## src/rtl/doodle_motion.sv

```systemverilog
// doodle_motion: frame-tick driven jump/fall controller for the doodle.
// Tracks row, jump progress, scroll pulses, score and high score.
module doodle_motion #(
    parameter int W        = 10,
    parameter int SW       = 16,
    parameter int STEP     = 2,
    parameter int JUMP_DEF = 100,
    parameter int Y_START  = 400,
    parameter int Y_TOP    = 120,
    parameter int Y_BOTTOM = 479
) (
    input  logic          Clk,
    input  logic          Reset,
    input  logic          Tick,
    input  logic          Start,
    input  logic          Ack,
    input  logic          Land,
    input  logic [W-1:0]  Jin,
    output logic [W-1:0]  J,
    output logic [W-1:0]  Curr,
    output logic [W-1:0]  Y,
    output logic [SW-1:0] Score,
    output logic [SW-1:0] HiScore,
    output logic          Scroll,
    output logic          q_I,
    output logic          q_Up,
    output logic          q_Down,
    output logic          q_Done
);

    localparam logic [3:0] S_I    = 4'b0001;
    localparam logic [3:0] S_UP   = 4'b0010;
    localparam logic [3:0] S_DOWN = 4'b0100;
    localparam logic [3:0] S_DONE = 4'b1000;

    localparam logic [W-1:0] STEP_W  = W'(STEP);
    localparam logic [W-1:0] JDEF_W  = W'(JUMP_DEF);
    localparam logic [W-1:0] YST_W   = W'(Y_START);
    localparam logic [W-1:0] YTOP_W  = W'(Y_TOP);
    localparam logic [W-1:0] YBOT_W  = W'(Y_BOTTOM);
    localparam logic [W:0]   STEP_X  = (W+1)'(STEP);
    localparam logic [W:0]   YTOP_X  = (W+1)'(Y_TOP);
    localparam logic [W:0]   YBOT_X  = (W+1)'(Y_BOTTOM);
    localparam logic [SW-1:0] SMAX   = '1;

    logic [3:0]    state_q, state_d;
    logic [W-1:0]  j_q, j_d;
    logic [W-1:0]  curr_q, curr_d;
    logic [W-1:0]  y_q, y_d;
    logic [SW-1:0] score_q, score_d;
    logic [SW-1:0] hi_q, hi_d;
    logic          scroll_q, scroll_d;

    logic [W-1:0]  rem;
    logic [W-1:0]  dstep;
    logic          jump_done;
    logic          up_fits;
    logic          fall_bottom;
    logic [W:0]    down_sum;
    logic [SW:0]   score_sum;

    // Shared arithmetic, widened by one bit so compares never wrap
    always_comb begin
        jump_done   = (curr_q >= j_q);
        rem         = j_q - curr_q;
        dstep       = (rem < STEP_W) ? rem : STEP_W;
        up_fits     = ({1'b0, y_q} >= (YTOP_X + {1'b0, dstep}));
        down_sum    = {1'b0, y_q} + STEP_X;
        fall_bottom = (down_sum >= YBOT_X);
        score_sum   = {1'b0, score_q} + (SW+1)'(dstep);
    end

    // State register and datapath registers
    always_ff @(posedge Clk or negedge Reset) begin
        if (!Reset) begin
            state_q  <= S_I;
            j_q      <= JDEF_W;
            curr_q   <= '0;
            y_q      <= YST_W;
            score_q  <= '0;
            hi_q     <= '0;
            scroll_q <= 1'b0;
        end else begin
            state_q  <= state_d;
            j_q      <= j_d;
            curr_q   <= curr_d;
            y_q      <= y_d;
            score_q  <= score_d;
            hi_q     <= hi_d;
            scroll_q <= scroll_d;
        end
    end

    // Next-state logic; illegal encodings fall back to idle
    always_comb begin
        state_d = state_q;
        case (state_q)
            S_I: begin
                if (Start) state_d = S_UP;
            end
            S_UP: begin
                if (Tick && jump_done) state_d = S_DOWN;
            end
            S_DOWN: begin
                if (Tick) begin
                    if (Land)             state_d = S_UP;
                    else if (fall_bottom) state_d = S_DONE;
                end
            end
            S_DONE: begin
                if (Ack) state_d = S_I;
            end
            default: state_d = S_I;
        endcase
    end

    // Datapath next values per state
    always_comb begin
        j_d      = j_q;
        curr_d   = curr_q;
        y_d      = y_q;
        score_d  = score_q;
        hi_d     = hi_q;
        scroll_d = 1'b0;
        case (state_q)
            S_I: begin
                if (Start) begin
                    j_d     = (Jin == '0) ? JDEF_W : Jin;
                    curr_d  = '0;
                    score_d = '0;
                    y_d     = YST_W;
                end
            end
            S_UP: begin
                if (Tick && !jump_done) begin
                    curr_d  = curr_q + dstep;
                    score_d = score_sum[SW] ? SMAX : score_sum[SW-1:0];
                    if (up_fits) begin
                        y_d = y_q - dstep;
                    end else begin
                        y_d      = YTOP_W;
                        scroll_d = 1'b1;
                    end
                end
            end
            S_DOWN: begin
                if (Tick) begin
                    if (Land) begin
                        curr_d = '0;
                    end else if (fall_bottom) begin
                        y_d = YBOT_W;
                        if (score_q > hi_q) hi_d = score_q;
                    end else begin
                        y_d    = down_sum[W-1:0];
                        curr_d = (curr_q >= STEP_W) ? curr_q - STEP_W : '0;
                    end
                end
            end
            default: ;
        endcase
    end

    // Registered outputs
    always_comb begin
        J       = j_q;
        Curr    = curr_q;
        Y       = y_q;
        Score   = score_q;
        HiScore = hi_q;
        Scroll  = scroll_q;
        q_I     = state_q[0];
        q_Up    = state_q[1];
        q_Down  = state_q[2];
        q_Done  = state_q[3];
    end

endmodule

```

## config.mk

```make
export PLATFORM = sky130hd
export DESIGN_NAME = doodle_motion
export DESIGN_NICKNAME = d
export VERILOG_FILES = /design/src/rtl/doodle_motion.sv
export SDC_FILE = /design/constraint.sdc
export NUM_CORES = 1
export LEC_CHECK = 0
export ABC_CLOCK_PERIOD_IN_PS = 9400
export BUFFER_PORTS_ARGS = -buffer_cell sky130_fd_sc_hd__buf_2
export CAP_MARGIN = 10
export CORE_ASPECT_RATIO = 0.8
export CORE_UTILIZATION = 50
export DETAILED_ROUTE_END_ITERATION = 8
export PLACE_DENSITY = 0.68
export SLEW_MARGIN = 10
export SYNTH_ARGS = -nofsm -noshare
export SYNTH_HDL_FRONTEND = slang
export SYNTH_SLANG_ARGS = --single-unit
```

## constraint.sdc

```tcl
create_clock -name Clk -period 9.4 [get_ports Clk]
set_input_delay 0 -clock Clk [delete_from_list [all_inputs] [get_ports Clk]]
set_output_delay 0 -clock Clk [all_outputs]
set_load 0.01 [all_outputs]
```

==> results of run 1 <==
-- Yosys cell counts, drive strengths merged, types with 6 or more instances --
cell / n
xnor2: 11
dfstp: 7
nand3: 24
buf: 10
nand2: 55
o21ai: 50
a31oi: 24
nor2: 43
mux2: 18
xor2: 8
and3: 8
nand4: 14
nor3: 20
a21o: 10
a21oi: 56
ha: 64
clkbuf: 12
dfrtp: 60
o21bai: 6
o21a: 7
nand2b: 9
nor2b: 10
or3: 6
inv: 59
-- state kept, by name (all words and copies together), names as in the netlist --
name     flops
Y           10
state_q      4
Score       16
Scroll       1
J           10
HiScore     16
Curr        10
-- power groups by stage --
stage | Sequential, mW | Combinational (mW) | Clock, mW
after floorplan | 0.524 | 0.964 | 0
after global placement | 0.533 | 1.28 | 0
after detailed placement | 0.535 | 1.31 | 0
after CTS | 0.532 | 1.32 | 0.356
after global routing | 0.552 | 1.49 | 0.369
final | 0.534 | 1.34 | 0.353
-- repair_timing --
item | in CTS | in global routing
endpoints found under the hold margin | 71 | 0
gates resized for setup | 0 | 0
hold buffers | 12 | 0
-- stage by stage --
stage / cells / worst slack, ps / hold WS (ps)
floorplan: 710 / 5270 / -296
global placement: 919 / 4910 / 210
detailed placement: 919 / 4730 / 217
CTS: 947 / 4760 / 10.3
global route: 947 / 4240 / 27.6
finish: 947 / 4740 / 24.1
-- critical path: cells and delay by family (launching register included) --
kind | cells | cell delay (ps)
adders and majority gates | 4 | 1100
AOI/OAI and AO/OA | 6 | 1150
xor gates and xnor gates | 1 | 180
and+or+nand+nor | 6 | 1700
DFF | 1 | 430
-- worst max path at each step --
stage | endpoint | slack, ps
final | Score[5] | 4740
after global routing | Score[2] | 4240
after CTS | Score[2] | 4760
after detailed placement | Score[2] | 4730
after global placement | Score[9] | 4910
after floorplan | Score[5] | 5270
-- area by class of cell --
cell class / count / area (µm²)
Timing Repair Buffer: 99 / 568
Fill cell: 977 / 4260
Sequential cell: 67 / 1690
Multi-Input combinational cell: 562 / 3880
Tap cell: 144 / 180
Inverter: 59 / 221
Clock buffer: 9 / 225
Clock inverter: 7 / 81.3
-- metal layers --
metal,GRT usage,share of wire,up-vias
met3,0.0625,0.060,20
met5,0,0,-
met4,0.0694,0.014,0
met1,0.372,0.47,2627
met2,0.431,0.46,155
li1,-,-,2715
-- cells by family after synthesis --
logic type      synth area share
compound gates             0.229
xor+xnor                  0.0287
fa+ha+maj                  0.152
buf+inv                   0.0578
flops                      0.290
mux                       0.0431
other cells              0.00129
simple gates               0.199
==> out/metrics.cfg, run 1 <==
[logic_synthesis]
syn_inst = 684
synthTopCellsByArea = dfrtp_1 (26%), ha_1 (14%), a21oi_1 (4.7%)
syn_area_per_cell_um2 = 8.49
synth_top_flop_cell = dfrtp_1
synth_area_um2 = 5800
yosys_warnings = 0
seq_area_frac_synth = 0.290
synth-seq-cells = 67
synth-edff-count = 0
synthDistinctLibCells = 80
synth_top_area_share = 0.259
yosysTopAreaCell = dfrtp_1
async_flop_share = 1.00

[hold_path]
min_to = state_q[0]
min_delay_path_depth = 3
hold_path.startpoint = Start
hold_class = in2reg

[route]
wirelength_mm = 15.7
ant_nets = 0
vias_per_cell = 5.83
drc = 0
drtIter0Drc = 411
firstDrtPassIters = 5
num_vias = 5517
wire_per_inst_um = 16.6

[setup_path]
startpoint = Curr[0]
cp_max_fo = 13
r2r-end = Score[5]
cp.required_ps = 9650
path_cells = ha_1 > fa_1 > xor2_1 > o2111ai_1 > nor4_1 > nand4_1 > nand4b_2 > nor2_1 > ha_1 > fa_1 > a21oi_1 > o21a_1 > o21ai_0 > a41oi_1 > nor2_1 > nand2_1 > a31oi_1
slowest_delay_ps = 470
worstSetupPathType = reg2reg
cp-end-kind = flop
cp.arrival_ps = 4910
reg2regPathDepth = 17
crit_slowest_cell = nand4b_2
start_kind = flop
rrSetupSlack_ps = 4740
timing.rr.start = Curr[0]

[placement]
place.gp.congestion = 0.984
dpl-instance-area_um2 = 6420
place_hpwl_mm = 11.7
buffer_ports.inserted = 82

[run]
cap_violations = 0

[power_and_ir_drop]
fin_total_pwr_mw = 2.23
p_switching_mw = 1.07
ir_worst_vdd_mv = 0.132
pwr-share-clk = 0.158
seqPwrFrac = 0.240
p_int_mw = 1.15
p_leak_nw = 3.32
combPwrFrac = 0.602
swShare = 0.482
power.density_nw_per_um2 = 325

[layout]
diodes = 0
drive_gt1_frac = 0.186
fin_util = 0.616
layout_common_cells = buf_2 (82), ha_1 (64), dfrtp_1 (60)
area_growth_pct = 17.9
final_common_cell = buf_2
fin_nets = 882
final_area_um2 = 6840

[timing]
clock_skew_ps = 7.95
setup-tns-final_ps = 0
setup_viol = 0
max_slew.worst_pin.slew_ps = 1130
drv_slew = 0
fin_crit_sh = 0.495
slew_headroom = 0.250
min_period_ps = 4660
rsz0062_at_grt = no
fmax_mhz = 215
hold_viol = 0

[clocking]
clk_pin_slew_ps = 60
h-tree-depth = 3
clk_path_buf_depth = 2
cts_sinks = 67
root_buffer = clkbuf_16
cts_setup_buffers = 0
worstSkewPairLatency_ps = 340
tritoncts = yes
cts_inserted_buffers = 9

[global_routing]
grt_pass1_vias = 5154
grt_start_max_net_pins = 68
antenna_found_initial = 0
grt_usage = 0.272
overflow = 0
grt_first_pass_wirelength_mm = 25.6

[floorplan]
initial_core_util = 0.523
boundaryPins = 83
die-area_um2 = 12000
rows = 34
die_h_um = 98.4
die_x_um = 122
coreArea_um2 = 11100

[outcome]
status = complete, no violations

(Power assumes the default switching activity.)
==> run 2, diff against run 1 <==
- ABC_CLOCK_PERIOD_IN_PS: 9400 -> 3900
- PLACE_DENSITY: 0.68 -> 0.71
- clock period: 9.4 -> 3.9 ns (I/O delays scaled with it)
==> out/metrics.cfg, run 2 (synthesized netlist as in run 1, its figures left out) <==
[outcome]
status = complete, no violations

[timing]
hold_viol = 0  ; unchanged
fin_crit_sh = 0.977  ; +0.481
max_slew.worst_pin.slew_ps = 1060  ; -65.6 ps
setup-tns-final_ps = 0  ; unchanged
min_period_ps = 3810  ; -847 ps
clock_skew_ps = 8.52  ; +0.562 ps
finalWorstSetupSlack_ps = 91.5  ; -4650 ps
fmax_mhz = 263  ; +22%
rsz0062_at_grt = yes
slew_headroom = 0.289  ; +0.0390
drv_slew = 0  ; unchanged
whs_ps = 12.7  ; -11.4 ps
setup_viol = 0  ; unchanged

[power_and_ir_drop]
swShare = 0.484  ; +0.00205
p_switching_mw = 2.91  ; +170%
p_leak_nw = 3.61  ; +8.8%
combPwrFrac = 0.655  ; +0.053
pwr-share-clk = 0.132  ; -0.026
p_int_mw = 3.11  ; +170%
power.density_nw_per_um2 = 805  ; +150%
seqPwrFrac = 0.213  ; -0.027
ir_worst_vdd_mv = 0.379  ; +190%

[route]
wire_per_inst_um = 17.7  ; +6.5%
vias_per_cell = 5.90  ; +1.3%
num_vias = 5898  ; +6.9%
drc = 0  ; unchanged
ant_nets = 0  ; unchanged
wirelength_mm = 17.7  ; +12%
drtIter0Drc = 405  ; -1.5%
firstDrtPassIters = 6  ; +1

[layout]
area_growth_pct = 28.9
layout_common_cells = buf_2 (82), dfrtp_1 (60), ha_1 (60)
drive_gt1_frac = 0.287  ; +0.101
fill_cells = 909  ; -7.0%
final_common_cell = buf_2
fin_nets = 934  ; +5.9%
diodes = 0  ; unchanged

[placement]
pre_cts_ws_ps = -137  ; -4870 ps
buffer_ports.inserted = 82  ; unchanged
place_hpwl_mm = 12.9  ; +10%
place.gp.congestion = 0.932  ; -5.3%

[hold_path]
hold_class = in2reg
min_delay_path_depth = 3  ; unchanged

[global_routing]
grt_start_max_net_pins = 38  ; -44%
grt_usage = 0.296  ; +0.0233
grt_first_pass_wirelength_mm = 27.7  ; +8.2%
overflow = 0  ; unchanged
grt_pass1_vias = 5672  ; +10%
antenna_found_initial = 0  ; unchanged

[clocking]
clk_pin_slew_ps = 60  ; about the same
tritoncts = yes
root_buffer = clkbuf_16
cts_sinks = 67  ; unchanged
clk_path_buf_depth = 2  ; unchanged
h-tree-depth = 3  ; unchanged
cts_inserted_buffers = 9  ; unchanged
worstSkewPairLatency_ps = 340  ; about the same

[floorplan]
initial_core_util = 0.523  ; unchanged
rows = 34  ; unchanged
coreArea_um2 = 11100  ; unchanged
die-area_um2 = 12000  ; unchanged
die_x_um = 122  ; unchanged
die_h_um = 98.4  ; unchanged
boundaryPins = 83  ; unchanged

[setup_path]
rrSetupSlack_ps = 90  ; -4650 ps
cp.required_ps = 4180  ; -5470 ps
reg2regPathDepth = 20  ; +3
cp.arrival_ps = 4090  ; -820 ps
worstSetupPathType = reg2reg
start_kind = flop
cp-end-kind = flop
cp_max_fo = 7  ; -6

[run]
cap_violations = 0  ; unchanged

run 2: changes by cell type in the layout (fill, tap and decap cells not counted), sizes merged:
cell / previous run / this run
clkbuf: 9 / 10
clkinv: 2 / 4
clkinvlp: 0 / 1
buf: 87 / 139
inv: 63 / 60
bufinv: 1 / 0
run 2: layer usage:
metal / up-vias / wire [µm] / global-route usage
met1: 2830 / 7980 / 0.410
met5: - / 0 / 0
met4: 0 / 260 / 0.0779
met3: 22 / 1150 / 0.0549
li1: 2818 / - / -
met2: 228 / 8280 / 0.470
run 2: power groups by stage:
stage	Sequential, mW	Combinational, mW	Clock [mW]
6_report	1.28	3.94	0.797
2_1_floorplan	1.26	2.35	0
4_1_cts	1.27	3.55	0.800
5_1_grt	1.32	4.33	0.831
3_3_place_gp	1.27	3.41	0
3_5_place_dp	1.28	3.47	0
run 2: final timing paths:
kind,start,endpoint
max,J[0],Y[4]
min,Ack,state_q[3]
max reg2reg,J[0],Y[4]
min reg2reg,HiScore[15],HiScore[15]
max in group asynchronous,Reset,Y[8]
min in group asynchronous,Reset,HiScore[10]
run 2: final cells by class:
type | instances | area [µm²] | area share
clock buffer | 10 | 239 | 0.0319
multi-input combinational | 562 | 4140 | 0.553
tap | 144 | 180 | 0.0241
inverter | 59 | 224 | 0.0299
timing repair buffer | 151 | 966 | 0.129
sequential | 67 | 1690 | 0.225
clock inverter | 6 | 50.0 | 0.00669
run 2: worst max-delay path, stage by stage, from the launching register on:
cell	delay, ps
dfrtp_1	380
inv_2	80
ha_4	160
fa_2	370
nand2b_4	170
a211oi_4	240
nor2_1	80
a32oi_2	250
nand4b_4	180
buf_6	180
inv_4	60
ha_4	200
nor2b_1	120
o21a_1	230
o21ai_1	150
a31oi_1	110
o22ai_2	200
buf_4	160
nor2_4	60
a211oi_1	250
a21o_2	120
run 2: per-stage QoR:
stage | utilization | instances | cell area [µm²] | power, mW
2_1_floorplan | - | 710 | 5920 | 3.62
3_3_place_gp | 0.607 | 960 | 6740 | 4.67
3_5_place_dp | 0.607 | 960 | 6740 | 4.75
4_1_cts | 0.648 | 989 | 7200 | 5.62
5_1_grt | 0.674 | 999 | 7480 | 6.48
6_report | 0.674 | 999 | 7480 | 6.02
run 2: what timing repair did:
item / CTS / global route
setup endpoints to repair: 26 / 32
hold endpoints to repair: 46 / 0
hold buffers: 12 / 0
setup buffers: 1 / 11
pin swaps: 7 / 37
gates resized for setup: 12 / 57
==> run 3, diff against run 2 <==
==> constraint.sdc (replaced) <==
create_clock -name Clk -period 3.9 [get_ports Clk]
set_input_delay 0.975 -clock Clk [delete_from_list [all_inputs] [get_ports Clk]]
set_output_delay 0.975 -clock Clk [all_outputs]
set_load 0.01 [all_outputs]
==> out/metrics.cfg, run 3 (synthesized netlist as in run 1, its figures left out) <==
[outcome]
status = complete, but fails checks
violations = setup timing

[setup_path]
worstSetupPathType = reg2reg
cp_max_fo = 7  ; unchanged
start_kind = flop
cp-end-kind = flop
cpMostUsedCell = ha_4
cp.required_ps = 4110  ; -70 ps
timing.rr.start = Curr[0]
reg2regPathDepth = 19  ; -5.0%
path_cells = ha_4 > fa_2 > xor2_2 > o2111ai_2 > nor4_2 > nand4_1 > nand4b_4 > buf_6 > inv_4 > ha_4 > nor2b_4 > o21a_1 > o21ai_1 > a31oi_1 > o22ai_2 > buf_4 > nor2_4 > a21oi_2 > o22ai_1
rrSetupSlack_ps = -30  ; -120 ps
crit_slowest_cell = dfrtp_1
slowest_delay_ps = 410  ; +30 ps
r2r-end = Y[9]
cp_num_buf_inv = 3  ; -1
cp.arrival_ps = 4140  ; +50 ps
crit_family = compound AO/OA/AOI/OAI gates

[placement]
place.gp.congestion = 0.940  ; +0.88%
place_inst = 951  ; -0.94%
buffer_ports.inserted = 82  ; unchanged
place_hpwl_mm = 12.5  ; -3.0%

[timing]
hold_viol = 0  ; unchanged
fin_crit_sh = 1.01  ; +0.0310
drv_slew = 0  ; unchanged
min_period_ps = 3930  ; +121 ps
fmax_mhz = 254  ; -3.1%
max_slew.worst_pin.slew_ps = 1070  ; +11.4 ps
slew_headroom = 0.281  ; -0.00762
finalWorstSetupSlack_ps = -29.6  ; -121 ps
clock_skew_ps = 8.88  ; +0.362 ps
whs_ps = 524  ; +511 ps
setup_viol = 5  ; +5
rsz0062_at_grt = yes

[layout]
regArea_um2 = 1690  ; unchanged
final_common_cell = buf_2
layout_common_cells = buf_2 (82), ha_1 (61), dfrtp_1 (60)
multi_input_area_um2 = 4240  ; +2.4%
drive_gt1_frac = 0.303  ; +0.0168
fin_nets = 913  ; -2.2%
fin_cells = 978  ; -2.1%
area_growth_pct = 28.4
fin_util = 0.671  ; -0.00282
diodes = 0  ; unchanged
fill_cells = 910  ; +0.11%

[hold_path]
min_delay_path_depth = 2  ; -1
hold_class = reg2reg
min_to = J[4]
hold_path.startpoint = J[4]

[global_routing]
overflow = 0  ; unchanged
grt_usage = 0.287  ; -0.00804
grt_first_pass_wirelength_mm = 27.3  ; -1.6%
grt_start_max_net_pins = 68  ; +79%
grt_pass1_vias = 5597  ; -1.3%
antenna_found_initial = 0  ; unchanged

[route]
ant_nets = 0  ; unchanged
num_vias = 5805  ; -1.6%
drc = 0  ; unchanged
drtIter0Drc = 436  ; +7.7%
firstDrtPassIters = 4  ; -2
wirelength_mm = 17.2  ; -2.5%
wire_per_inst_um = 17.6  ; -0.43%
vias_per_cell = 5.94  ; +0.54%

[power_and_ir_drop]
p_leak_nw = 3.55  ; -1.5%
ir_worst_vdd_mv = 0.343  ; -9.5%
fin_total_pwr_mw = 6.13  ; +1.8%
power.density_nw_per_um2 = 823  ; +2.2%

[floorplan]
die_h_um = 98.4  ; unchanged
initial_core_util = 0.523  ; unchanged
boundaryPins = 83  ; unchanged
rows = 34  ; unchanged
coreArea_um2 = 11100  ; unchanged
die-area_um2 = 12000  ; unchanged
die_x_um = 122  ; unchanged

[clocking]
cts_sinks = 67  ; unchanged
cts_inserted_buffers = 9  ; unchanged
root_buffer = clkbuf_16
cts_hold_buffers = 0  ; -12
clk_pin_slew_ps = 70  ; about the same
clk_path_buf_depth = 2  ; unchanged
h-tree-depth = 3  ; unchanged
tritoncts = yes
worstSkewPairLatency_ps = 340  ; about the same

[run]
cap_violations = 0  ; unchanged

-- run 3: worst max-delay path by stage --
stage | slack (ps) | to | depth (start not counted) | from
detailed placement | -230 | Y[3] | 19 | J[0]
global route | -240 | Y[2] | 19 | Curr[0]
CTS | 0.5 | Y[5] | 19 | J[0]
finish | -30 | Y[9] | 19 | Curr[0]
global placement | 30 | Y[8] | 17 | J[6]
floorplan | 40 | Score[9] | 19 | J[0]
-- run 3: final cells by class --
cell class / instances / area share
sequential: 67 / 0.226
multi-input combinational: 562 / 0.569
clock buffer: 9 / 0.0302
inverter: 59 / 0.0301
clock inverter: 7 / 0.0143
tap: 144 / 0.0242
timing repair buffer: 130 / 0.106
-- run 3: layer usage --
metal / up-vias / global-route usage / routed length, µm
met3: 17 / 0.0479 / 1020
met2: 206 / 0.467 / 8130
met4: 0 / 0.0779 / 179
met1: 2810 / 0.393 / 7890
li1: 2772 / - / -
met5: - / 0 / 0
-- run 3: repair_timing --
action                                  CTS  global route
resized for setup                        13            81
gates cloned                              0             0
pin swaps                                 7            40
endpoints found under the setup margin   28            29
buffers inserted                          3             9
-- run 3: report_power, final --
part	total, mW	leakage, nW	internal, mW	switching (mW)
logic	3.91	2.51	1.67	2.24
registers	1.28	0.880	0.928	0.353
clock network	0.938	0.163	0.573	0.365
total	6.13	3.55	3.17	2.95
-- run 3: tightest hold or removal path, delay by kind of cell (launching register included) --
| kind | cells | cell delay [ps] |
|---|---|---|
| flip-flops | 1 | 380 |
| AND/OR/NAND/NOR | 2 | 120 |
-- run 3: stage by stage --
stage | area (µm²) | setup slack (ps) | setup TNS [ps]
floorplan | 5920 | 36.3 | 0
global route | 7450 | -237 | -4160
finish | 7450 | -29.6 | -52.7
CTS | 7060 | 0.540 | 0
detailed placement | 6680 | -232 | -3950
global placement | 6680 | 25.1 | 0
